$ cat src/rtl/nl2_dbank_wr_seq_if.sv
// nl2_dbank_wr_seq_if
//   Cluster-side write-beat handshake into the staggered dbank write sequencer.
//   Optional byte mask (wr_mask) is present only when NL2_DBANK_WR_MASK_EN is defined.
//
//   wr_valid  master->slave  beat valid
//   wr_ready  slave->master  beat accepted when wr_valid & wr_ready
//   wr_addr   master->slave  row address, sampled on beat 0 only
//   wr_data   master->slave  beat payload
//   wr_last   master->slave  final beat of row
//   wr_mask   master->slave  byte write mask (NL2_DBANK_WR_MASK_EN only)
interface nl2_dbank_wr_seq_if #(
    parameter int DATA_W = 128,
    parameter int ADDR_W = 12
);
    logic              wr_valid;
    logic              wr_ready;
    logic [ADDR_W-1:0] wr_addr;
    logic [DATA_W-1:0] wr_data;
    logic              wr_last;
`ifdef NL2_DBANK_WR_MASK_EN
    logic [DATA_W/8-1:0] wr_mask;
`endif

    modport master (
`ifdef NL2_DBANK_WR_MASK_EN
        output wr_mask,
`endif
        output wr_valid,
        output wr_addr,
        output wr_data,
        output wr_last,
        input  wr_ready
    );

    modport slave (
`ifdef NL2_DBANK_WR_MASK_EN
        input  wr_mask,
`endif
        input  wr_valid,
        input  wr_addr,
        input  wr_data,
        input  wr_last,
        output wr_ready
    );
endinterface

$ cat src/rtl/nl2_dbank_wr_seq.sv
// nl2_dbank_wr_seq
//   Splits each N_SRAM-beat row write into per-sub-bank writes for a set of
//   staggered-clock SRAM sub-banks. Beat k is parked in sub-bank k's holding
//   register and presented (sram_we[k]) until that sub-bank's clock edge
//   arrives with the data having been stable for a full dbank_clk cycle.
//
//   Optional feature macro: NL2_DBANK_WR_MASK_EN (adds wr_mask / sram_wmask).
//
// Ports
//   dbank_clk          ungated dbank clock
//   rst_a_n            asynchronous active-low reset
//   wr_if              write-beat handshake (slave modport)
//   dbank_accept_en    write-accept enable from clock distributor
//   dbank_active_next  bit k: sub-bank k posedge follows next dbank_clk edge
//   sram_we            per-sub-bank write enable
//   sram_addr          per-sub-bank row address, slice k
//   sram_wdata         per-sub-bank write data, slice k
//   sram_wmask         per-sub-bank byte mask, slice k (NL2_DBANK_WR_MASK_EN only)
//   dbank_idle         registered: no work pending
//   seq_err            sticky protocol error (wr_last misplaced)
//
// state | meaning
// IDLE  | no row in flight, waiting for beat 0
// BURST | row in progress, beats 1..N_SRAM-1 still to accept
// DRAIN | all beats accepted, waiting for every sub-bank to consume its beat
module nl2_dbank_wr_seq #(
    parameter int N_SRAM = 4,
    parameter int DATA_W = 128,
    parameter int ADDR_W = 12
) (
    input  logic                       dbank_clk,
    input  logic                       rst_a_n,
    nl2_dbank_wr_seq_if.slave          wr_if,
    input  logic                       dbank_accept_en,
    input  logic [N_SRAM-1:0]          dbank_active_next,
    output logic [N_SRAM-1:0]          sram_we,
    output logic [N_SRAM*ADDR_W-1:0]   sram_addr,
    output logic [N_SRAM*DATA_W-1:0]   sram_wdata,
`ifdef NL2_DBANK_WR_MASK_EN
    output logic [N_SRAM*DATA_W/8-1:0] sram_wmask,
`endif
    output logic                       dbank_idle,
    output logic                       seq_err
);

    localparam int CNT_W = (N_SRAM > 1) ? $clog2(N_SRAM) : 1;
    localparam logic [CNT_W-1:0] LAST_BEAT = CNT_W'(N_SRAM - 1);

    typedef enum logic [1:0] {
        IDLE  = 2'd0,
        BURST = 2'd1,
        DRAIN = 2'd2
    } state_e;

    state_e                           state_q, state_d;
    logic [CNT_W-1:0]                 beat_cnt_q, beat_cnt_d;
    logic [N_SRAM-1:0]                pend_q, pend_d;
    logic [N_SRAM-1:0]                pend_old_q, pend_old_d;
    logic [ADDR_W-1:0]                row_addr_q, row_addr_d;
    logic [N_SRAM-1:0][ADDR_W-1:0]    sram_addr_q, sram_addr_d;
    logic [N_SRAM-1:0][DATA_W-1:0]    sram_wdata_q, sram_wdata_d;
`ifdef NL2_DBANK_WR_MASK_EN
    logic [N_SRAM-1:0][DATA_W/8-1:0]  sram_wmask_q, sram_wmask_d;
`endif
    logic                             seq_err_q, seq_err_d;
    logic                             dbank_idle_q, dbank_idle_d;

    logic                             wr_ready;
    logic                             accept;
    logic                             is_last;
    logic [N_SRAM-1:0]                pend_clr;

    // Accepting only into a free holding slot means a slot can never be set
    // and cleared on the same edge.
    assign wr_ready = dbank_accept_en & ~pend_q[beat_cnt_q] & (state_q != DRAIN);
    assign accept   = wr_if.wr_valid & wr_ready;
    assign is_last  = (beat_cnt_q == LAST_BEAT);

    // pend_old marks slots whose data has already been driven for a full
    // cycle; only those may retire on the sub-bank's edge.
    assign pend_clr = dbank_active_next & pend_q & pend_old_q;

    always_comb begin
        state_d      = state_q;
        beat_cnt_d   = beat_cnt_q;
        pend_d       = pend_q & ~pend_clr;
        pend_old_d   = pend_q;
        row_addr_d   = row_addr_q;
        sram_addr_d  = sram_addr_q;
        sram_wdata_d = sram_wdata_q;
`ifdef NL2_DBANK_WR_MASK_EN
        sram_wmask_d = sram_wmask_q;
`endif
        seq_err_d    = seq_err_q;

        if (accept) begin
            pend_d[beat_cnt_q]       = 1'b1;
            sram_wdata_d[beat_cnt_q] = wr_if.wr_data;
`ifdef NL2_DBANK_WR_MASK_EN
            sram_wmask_d[beat_cnt_q] = wr_if.wr_mask;
`endif
            if (beat_cnt_q == '0) begin
                sram_addr_d[beat_cnt_q] = wr_if.wr_addr;
                row_addr_d              = wr_if.wr_addr;
            end else begin
                sram_addr_d[beat_cnt_q] = row_addr_q;
            end
            // A misplaced wr_last is flagged but the beat still lands and
            // the row keeps its fixed length.
            if (wr_if.wr_last != is_last) begin
                seq_err_d = 1'b1;
            end
            beat_cnt_d = is_last ? '0 : beat_cnt_q + CNT_W'(1);
        end

        case (state_q)
            IDLE: begin
                if (accept) begin
                    state_d = BURST;
                end
            end
            BURST: begin
                if (accept && is_last) begin
                    state_d = DRAIN;
                end
            end
            DRAIN: begin
                if (pend_q == '0) begin
                    state_d = IDLE;
                end
            end
            default: state_d = IDLE;
        endcase

        dbank_idle_d = (state_d == IDLE) && (pend_d == '0) && !wr_if.wr_valid;
    end

    always_ff @(posedge dbank_clk or negedge rst_a_n) begin
        if (!rst_a_n) begin
            state_q      <= IDLE;
            beat_cnt_q   <= '0;
            pend_q       <= '0;
            pend_old_q   <= '0;
            row_addr_q   <= '0;
            sram_addr_q  <= '0;
            sram_wdata_q <= '0;
`ifdef NL2_DBANK_WR_MASK_EN
            sram_wmask_q <= '0;
`endif
            seq_err_q    <= 1'b0;
            dbank_idle_q <= 1'b1;
        end else begin
            state_q      <= state_d;
            beat_cnt_q   <= beat_cnt_d;
            pend_q       <= pend_d;
            pend_old_q   <= pend_old_d;
            row_addr_q   <= row_addr_d;
            sram_addr_q  <= sram_addr_d;
            sram_wdata_q <= sram_wdata_d;
`ifdef NL2_DBANK_WR_MASK_EN
            sram_wmask_q <= sram_wmask_d;
`endif
            seq_err_q    <= seq_err_d;
            dbank_idle_q <= dbank_idle_d;
        end
    end

    assign wr_if.wr_ready = wr_ready;
    assign sram_we        = pend_q;
    assign sram_addr      = sram_addr_q;
    assign sram_wdata     = sram_wdata_q;
`ifdef NL2_DBANK_WR_MASK_EN
    assign sram_wmask     = sram_wmask_q;
`endif
    assign dbank_idle     = dbank_idle_q;
    assign seq_err        = seq_err_q;

endmodule

$ cat src/flat_wrapper.sv
// flat-port wrapper written by rule: the top's interface ports become plain ports
module nl2_dbank_wr_seq_flat 
#(
    parameter int N_SRAM = 4,
    parameter int DATA_W = 128,
    parameter int ADDR_W = 12
)
  (dbank_clk, rst_a_n, dbank_accept_en, dbank_active_next, sram_we, sram_addr, sram_wdata, dbank_idle, seq_err, wr_if_wr_valid, wr_if_wr_addr, wr_if_wr_data, wr_if_wr_last, wr_if_wr_ready);
  nl2_dbank_wr_seq_if #(.DATA_W(DATA_W), .ADDR_W(ADDR_W)) wr_if_i ();
  input  logic dbank_clk;
  input  logic rst_a_n;
  input  logic dbank_accept_en;
  input  logic [N_SRAM-1:0] dbank_active_next;
  output logic [N_SRAM-1:0] sram_we;
  output logic [N_SRAM*ADDR_W-1:0] sram_addr;
  output logic [N_SRAM*DATA_W-1:0] sram_wdata;
  output logic dbank_idle;
  output logic seq_err;
  input wire logic [$bits(wr_if_i.wr_valid)-1:0] wr_if_wr_valid;
  input wire logic [$bits(wr_if_i.wr_addr)-1:0] wr_if_wr_addr;
  input wire logic [$bits(wr_if_i.wr_data)-1:0] wr_if_wr_data;
  input wire logic [$bits(wr_if_i.wr_last)-1:0] wr_if_wr_last;
  output wire logic [$bits(wr_if_i.wr_ready)-1:0] wr_if_wr_ready;
  assign wr_if_i.wr_valid = wr_if_wr_valid;
  assign wr_if_i.wr_addr = wr_if_wr_addr;
  assign wr_if_i.wr_data = wr_if_wr_data;
  assign wr_if_i.wr_last = wr_if_wr_last;
  assign wr_if_wr_ready = wr_if_i.wr_ready;
  nl2_dbank_wr_seq #(.N_SRAM(N_SRAM), .DATA_W(DATA_W), .ADDR_W(ADDR_W)) u_core (.dbank_clk(dbank_clk), .rst_a_n(rst_a_n), .wr_if(wr_if_i), .dbank_accept_en(dbank_accept_en), .dbank_active_next(dbank_active_next), .sram_we(sram_we), .sram_addr(sram_addr), .sram_wdata(sram_wdata), .dbank_idle(dbank_idle), .seq_err(seq_err));
endmodule
$ cat config.mk
export PLATFORM = sky130hd
export DESIGN_NAME = nl2_dbank_wr_seq_flat
export DESIGN_NICKNAME = d
export VERILOG_FILES = /design/src/rtl/nl2_dbank_wr_seq_if.sv /design/src/rtl/nl2_dbank_wr_seq.sv /design/src/flat_wrapper.sv
export SDC_FILE = /design/constraint.sdc
export NUM_CORES = 1
export LEC_CHECK = 0
export CAP_MARGIN = 20
export CORE_AREA = 2 2 275 277
export CTS_CLUSTER_SIZE = 40
export DETAILED_ROUTE_END_ITERATION = 12
export DIE_AREA = 0 0 277 279
export HOLD_SLACK_MARGIN = 0.02
export SETUP_SLACK_MARGIN = 0.4
export SYNTH_ARGS = -nofsm -noshare
export SYNTH_HDL_FRONTEND = slang
export SYNTH_SLANG_ARGS = --single-unit
export TNS_END_PERCENT = 5
$ cat constraint.sdc
create_clock -name dbank_clk -period 2.3 [get_ports dbank_clk]
set_input_delay 0.46 -clock dbank_clk [delete_from_list [all_inputs] [get_ports dbank_clk]]
set_output_delay 0.46 -clock dbank_clk [all_outputs]
set_load 0.1 [all_outputs]
# Word-level counts from Yosys, hierarchy flattened
# Cells that the tools add are included.
[totals]
ff_bits = 586
in_bits = 149
out_inout_bits = 567
elab_cells = 62
[op_classes]
n_addsub = 1
order_cmp = 2
n_eq_ne = 5
mux = 18
bitwise = 9
n_reduce_logical = 12
[op_table]
columns = ["operator", "count"]
rows = [
  ["bitwise mux 512 bit", 1],
  ["demux 128 bit (select 2 bit)", 1],
  ["2-to-1 mux 128 bit", 1],
  ["bitwise mux 48 bit", 2],
  ["2-to-1 mux 48 bit", 1],
  ["demux 12 bit (select 2 bit)", 1],
  ["AND 4 bit", 3],
  ["2-to-1 mux 12 bit", 1],
  ["zero test 4 bit", 2],
  ["2-to-1 mux 2 bit", 4],
  ["zero test 2 bit", 3],
  ["one-hot mux 2 bit (3 select lines)", 1],
  ["== test 2 bit, second input constant", 2],
  ["logical AND 1 bit", 4],
  ["2-to-1 mux 4 bit", 1],
  ["inverter 4 bit", 1],
  ["bitwise OR 4 bit", 1],
  ["AND reduction 2 bit", 2],
  ["AND 1 bit", 3],
  ["less-than comparator 2 x 3 -> 1 bit, second input constant", 1],
  ["adder 2 x 1 -> 2 bit, second input constant", 1],
  ["binary-select mux 1 bit (select 2 bit)", 1],
  ["demux 1 bit (select 2 bit)", 1],
  ["== test 2 x 1 -> 1 bit, second input constant", 1],
  ["6 further kinds", 7],
]

# Depth between registers and ports, before layout
# Gate-level depths: netlist of the first run.
[depth]
ltp_word = 12
depth_mapped = 7
depth_no_buf = 5

# Least setup slack after synthesis of the first run
# Ideal clock, no wire load.
[synth_timing]
path_kind = "flip-flop to output port"
startpoint = "register u_core.pend_q[2], in the netlist u_core.sram_we[2]"
endpoint = "output port wr_if_wr_ready"
t_arrival_ns = 3.574
required_time_ns = 1.840
slack_ns = -1.734
path_stages_with_launch = 4
n_path_buf = 0
path_cell_list = "dfrtp_1 mux2i_1 nand3_2 a21boi_0"
[synth_via]
elab_chain_cells = 5
[synth_rtl]
columns = ["item", "line_no", "rtl"]
rows = [
  ["from (decl)", "nl2_dbank_wr_seq.sv:57", "logic [N_SRAM-1:0] pend_q, pend_d;"],
  ["from (signal assigned)", "nl2_dbank_wr_seq.sv:155", "pend_q <= pend_d;"],
  ["binary-select mux 1 bit (select 2 bit)", "nl2_dbank_wr_seq.sv:75", "assign wr_ready = dbank_accept_en & ~pend_q[beat_cnt_q] & (state_q != DRAIN);"],
  ["2-to-1 mux 1 bit (implied by the code)", "nl2_dbank_wr_seq.sv:75", ""],
  ["inverter 1 bit", "nl2_dbank_wr_seq.sv:75", ""],
  ["AND 1 bit (2 in a row)", "nl2_dbank_wr_seq.sv:75", ""],
  ["to (decl)", "flat_wrapper.sv:23", "output wire logic [$bits(wr_if_i.wr_ready)-1:0] wr_if_wr_ready;"],
]
# Every way passes these cells. The select of a mux whose other input is x is not followed.

# Final worst setup path of the first run
[layout_timing]
startpoint = "register u_core.beat_cnt_q[1]"
endpoint = "output port wr_if_wr_ready"
[layout_via]
elab_chain_cells = 5
[layout_rtl]
columns = ["item", "line_no", "rtl"]
rows = [
  ["from (decl)", "nl2_dbank_wr_seq.sv:56", "logic [CNT_W-1:0] beat_cnt_q, beat_cnt_d;"],
  ["from (signal assigned)", "nl2_dbank_wr_seq.sv:154", "beat_cnt_q <= beat_cnt_d;"],
  ["binary-select mux 1 bit (select 2 bit)", "nl2_dbank_wr_seq.sv:75", ""],
  ["2-to-1 mux 1 bit (implied by the code)", "nl2_dbank_wr_seq.sv:75", ""],
  ["inverter 1 bit", "nl2_dbank_wr_seq.sv:75", ""],
  ["AND 1 bit (2 in a row)", "nl2_dbank_wr_seq.sv:75", ""],
]
# Every way passes these cells. The select of a mux whose other input is x is not followed.

==> results.cfg, run 1 <==
[cts]
htree_levels = 3
clk_pin_slew_worst_paths_ps = 60
insertion_delay_ps = 600
clockBufferDepth = 3
clockRootBuffer = clkbuf_16
cts.sinks = 586
cts_tree = yes
cts_buffers = 67

[placement]
dp_cells = 2997
port_buffers = 715
routabilityCongestion = 0.797
hpwl_mm = 50.4

[routing]
dr.first_iter.drc_count = 479
drt.antenna.violating_nets = 0
num_vias = 14265
first_pass_iters = 4
wl_per_cell_um = 21.8
drc = 0
routed_via_density = 4.56
drt-total-wl_mm = 68.1

[synth]
ys_warn_count = 0
synth_cell_type_count = 29
avgSynthCellArea_um2 = 17.2
syn_area_mm2 = 0.0220
synth_seq_cells = 586
ys_seq_area_share_pct = 66.6
syn_inst = 1279
syn_nets = 1432

[global_routing]
grt_max_degree = 54
grt_pass1_vias = 15595
grt_antenna_before_repair = 1
grt_pass1_wl_mm = 103
grt_overflow_total = 0
track_usage_pct = 17.4

[sta]
setup_slack_ps = -16.1
setup_tns_ps = -16.1
grt_setup_unrepaired = yes
fin_crit_ps = 2320
finalCritPeriodShare_pct = 101
timing.fmax_mhz = 432
slew_violations = 0
worst_pin_slew_ps = 593
finalHoldViolations = 0
hold_slack_ps = 456
setup_viol = 1
skew_ps = 28.4
relSlewSlack_pct = 60.5

[status]
violations = setup timing
status = complete, but fails checks

[worst_setup_path]
crit_fanout = 3
worstSetupEndpointType = primary output
critPathKind = flop to primary output
regToRegSetupSlack_ps = 60
path_cells = mux2i_4, nand3_4, a21boi_4, buf_12
r2r_cells = 8
cp_slowest_cell = dfrtp_2
crit_required_ps = 1840
r2r_start = u_core.beat_cnt_q[1]
arrival_ps = 1860
critPathLaunchType = flop
cpPeakStageDelay_ps = 450
rr_endpoint = u_core.sram_wdata[381]

[final_layout]
drive_above_1_share_pct = 60.6
diodes = 0
nets = 2264
final_cell_count_no_fill = 3130
syn2layout_area_growth_pct = 48.4

[run]
drv_cap = 0

[hold_path]
hold_class = input port to async pin

[floorplanning]
start_util_pct = 29.7
die_y_um = 279
dieArea_mm2 = 0.0773
fp.dieW_um = 277
core_area_mm2 = 0.0741
io_pins = 716
rows = 100
[stage by stage]
step	util [%]	cell area (um^2)	setup slack, ps
5_1_grt	44.1	32700	-85.4
2_1_floorplan	-	22200	228
6_report	44.1	32700	-16.1
4_1_cts	44.1	32600	-71.2
3_5_place_dp	40.5	30000	-92.5
3_3_place_gp	40.5	30000	-60.9
[critical path: cells and delay by family (launching register included)]
family / cells / cell delay [ps]
DFF: 1 / 450
muxes: 1 / 300
buffers and inverters: 1 / 200
AOI/OAI and AO/OA: 1 / 190
and+or+nand+nor: 1 / 130
[cells in the final DEF, fill, tap and decap left out, drive strengths merged]
cell type / n
buf: 675
mux2: 586
dfrtp: 585
clkdlybuf4s50: 147
clkbuf: 100
clkinv: 12
nand2: 7
a21oi: 7
nand3: 6
inv: 6
a21o: 5
ha: 4
bufinv: 3
mux2i: 2
bufbuf: 2
nor2b: 1
nand2b: 1
nor4: 1
o2bb2ai: 1
a21boi: 1
or2: 1
a211oi: 1
a222oi: 1
and3: 1
o21ai: 1
o41ai: 1
xor2: 1
dlygate4sd3: 1
dfstp: 1
[cells in the mapped netlist (all sizes together)]
| library cell | instances | share of area (%) |
|---|---|---|
| o21ai | 1 | 0.023 |
| or2 | 1 | 0.028 |
| a21boi | 1 | 0.034 |
| dfstp | 1 | 0.12 |
| mux2 | 586 | 30 |
| o41ai | 1 | 0.040 |
| a21oi | 7 | 0.23 |
| nor2b | 1 | 0.028 |
| o2bb2ai | 1 | 0.040 |
| nand3 | 6 | 0.18 |
| a21o | 5 | 0.17 |
| xor2 | 1 | 0.040 |
| mux2i | 2 | 0.091 |
| nand2b | 1 | 0.028 |
| inv | 2 | 0.034 |
| ha | 4 | 0.23 |
| a222oi | 1 | 0.045 |
| dfrtp | 585 | 67 |
| and3 | 1 | 0.028 |
| a211oi | 1 | 0.034 |
| nor4 | 1 | 0.028 |
| clkbuf | 1 | 0.017 |
| buf | 61 | 1.9 |
| nand2 | 7 | 0.12 |
[cell type report]
class	count	area, um^2
clock buffer	100	1990
clock inverter	19	269
fill	6688	41400
inverter	2	7.51
multi-input combinational	629	7100
sequential	586	14700
tap	969	1210
timing repair buffer	825	7400
[timing repair]
item / 4_1_cts / 5_1_grt
gates cloned: 3 / 0
hold buffers: 1 / 0
endpoints found under the setup margin: 581 / 580
setup buffers: 9 / 1
pin swaps: 3 / 2
endpoints found under the hold margin: 35 / 0
resized for setup: 34 / 6
[how the worst max path moves through the flow]
stage	start	end	slack, ps	depth (start not counted)
6_report	u_core.beat_cnt_q[1]	wr_if_wr_ready	-20	4
5_1_grt	u_core.beat_cnt_q[1]	wr_if_wr_ready	-90	4
4_1_cts	u_core.beat_cnt_q[1]	wr_if_wr_ready	-70	4
3_5_place_dp	wr_if_wr_valid	u_core.sram_wdata[92]	-90	7
3_3_place_gp	dbank_accept_en	u_core.sram_wdata[92]	-60	7
2_1_floorplan	u_core.sram_we[0]	wr_if_wr_ready	230	3
[registers in the layout, summed over array words and instances (netlist names)]
register	flops
u_core.sram_wdata	512
u_core.sram_we	4
u_core.row_addr_q	12
u_core.sram_addr	48
u_core.dbank_idle	1
u_core.seq_err	1
u_core.pend_old_q	4
u_core.beat_cnt_q	2
u_core.state_q	2
[metal layers]
metal | GRT usage [%] | wire, um | part of all wire [%] | vias up
met5 | 0 | 16 | 0.024 | -
met1 | 20.9 | 26800 | 39 | 7388
met4 | 6.47 | 2200 | 3.2 | 2
met2 | 29.6 | 34000 | 50 | 501
li1 | - | - | - | 6246
met3 | 5.19 | 5070 | 7.5 | 128
[cell families (layout without fill, tap and decap cells)]
kind of cell,count (synthesis),in the layout,synth area share [%]
AO/OA/AOI/OAI,18,18,0.614
XOR/XNOR,1,1,0.0398
adder cells (fa/ha/maj),4,4,0.227
buffers and inverters,64,946,1.96
flip-flops,586,586,66.6
multiplexers,588,588,30.1
AND/OR/NAND/NOR,18,18,0.444
Power of run 1 is left out: the tool's default activity adds up to more than one toggle a clock period on the data nets, which glitch-free logic cannot reach.
==> run 2, diff against run 1 <==
- PLACE_DENSITY: default -> 0.57
==> run 2 against run 1 <==
The run still ends with setup timing left. Non-clock buffer count increased by 26. Routed wire length increased by 8.7%. Highest routed layer unchanged. Critical path depth unchanged. Register-to-register slack about the same.
==> results.cfg, run 2 (synthesized netlist as in run 1, its figures left out) <==
[floorplanning]
rows = 100
dieArea_mm2 = 0.0773
start_util_pct = 29.7
fp.dieW_um = 277
io_pins = 716
die_y_um = 279
core_area_mm2 = 0.0741

[worst_setup_path]
worstSetupEndpointType = primary output
critPathKind = flop to primary output
arrival_ps = 1900
path_cells = mux2i_4, nand3_4, a21boi_4, buf_12
crit_fanout = 3
setup.worst_path.start = u_core.beat_cnt_q[1]
critPathLaunchType = flop
r2r_start = u_core.beat_cnt_q[1]
crit_required_ps = 1840
cp_slowest_cell = dfrtp_2
cpPeakStageDelay_ps = 440

[final_layout]
mostFrequentLayoutCells = 601 x buf_4, 579 x dfrtp_1, 424 x mux2_4, 147 x clkdlybuf4s50_1, 120 x mux2_2
syn2layout_area_growth_pct = 57.8
drive_above_1_share_pct = 62.3
nets = 2290
largest_reg_flops = 512
nFillCells = 6502
fin_area_mm2 = 0.0347
layout_commonest_cell = buf_4

[sta]
slew_violations = 0
skew_ps = 23.1
worst_pin_slew_ps = 454
fin_crit_ps = 2360
setup_slack_ps = -55.5
finalHoldViolations = 0
grt_setup_unrepaired = yes
timing.fmax_mhz = 425
relSlewSlack_pct = 69.7
finalCritPeriodShare_pct = 102
setup_viol = 1

[global_routing]
grt_pass1_wl_mm = 103
grt_most_used_layer = met2
track_usage_pct = 17.7
use_met2_pct = 30.2
met1_usage_pct = 20.8
grt_antenna_before_repair = 2
grt_pass1_vias = 15502
grt_max_degree = 65
grt_overflow_total = 0
grtUsageMet3_pct = 6.26

[cts]
clk_pin_slew_worst_paths_ps = 50
clockRootBuffer = clkbuf_16
insertion_delay_ps = 600
cts.sinks = 586
cts_buffers = 67
htree_levels = 3
cts_tree = yes
clockBufferDepth = 3

[routing]
num_vias = 14531
wl_per_cell_um = 23.4
drc = 0
routed_via_density = 4.60
dr.first_iter.drc_count = 644
first_pass_iters = 4
drt-total-wl_mm = 74.0
drt.antenna.violating_nets = 0

[placement]
hpwl_mm = 52.2
port_buffers = 715
place_area_mm2 = 0.0300
pre_cts_ws_ps = -81.7
routabilityCongestion = 0.831

[hold_path]
hold_class = input port to async pin

[status]
violations = setup timing
status = complete, but fails checks

[run]
drv_cap = 0
-- run 2: cell count changes in the layout (fill, tap and decap cells not counted), moves of 7 or more --
| cell | delta |
|---|---|
| buf_8 | +17 |
| mux2_4 | +397 |
| buf_6 | +10 |
| buf_4 | -10 |
| mux2_1 | -34 |
| mux2_2 | -363 |
| clkbuf_8 | -7 |
-- run 2: through the flow --
stage	utilization [%]	instances	setup TNS (ps)	hold slack (ps)
after floorplan	-	1279	0	164
after global placement	40.6	3007	-1410	364
after detailed placement	40.6	3007	-15910	369
after CTS	44.1	3141	-136	294
after global routing	46.9	3157	-269	311
final	46.9	3157	-55.5	327
-- run 2: routing by layer --
layer | wire length, um | up-vias
met2 | 36100 | 517
met5 | 15 | -
met4 | 1940 | 2
met1 | 30400 | 7628
li1 | - | 6255
met3 | 5560 | 129
-- run 2: critical path: cells and delay by family, from the launching register on --
| family | cells | cell delay (ps) |
|---|---|---|
| buf+inv | 1 | 200 |
| compound gates | 1 | 220 |
| flops | 1 | 440 |
| mux | 1 | 290 |
| simple gates | 1 | 130 |
-- run 2: repair_timing --
| action | in CTS | in global routing |
|---|---|---|
| hold endpoints to repair | 17 | 0 |
| buffers inserted | 9 | 10 |
| gates cloned | 5 | 5 |
| hold buffers | 1 | 0 |
| endpoints found under the setup margin | 580 | 577 |
| pin swaps | 6 | 5 |
| gates resized for setup | 29 | 470 |
-- run 2: final cells by class --
type,instances,area [um^2],area share [%]
well taps,969,1210,3.49
inverters,2,7.51,0.0216
diodes,1,2.50,0.00721
multi-input cells,629,8580,24.7
clock buffers,99,1920,5.53
repair buffers,851,7930,22.8
clock inverters,20,384,1.11
flip-flops and latches,586,14700,42.3
-- run 2: final timing paths --
check                                         end  slack, ps  cells past startpoint
setup / recovery                   wr_if_wr_ready        -60                      4
hold / removal             u_core.sram_wdata[345]        330                      2
setup reg to reg            u_core.sram_wdata[56]         50                      8
hold reg to reg             u_core.sram_wdata[72]        490                      1
max in group asynchronous  u_core.sram_wdata[286]       1050                      4
min in group dbank_clk          u_core.sram_we[1]        480                      3
Power of run 2 is left out for the same reason.
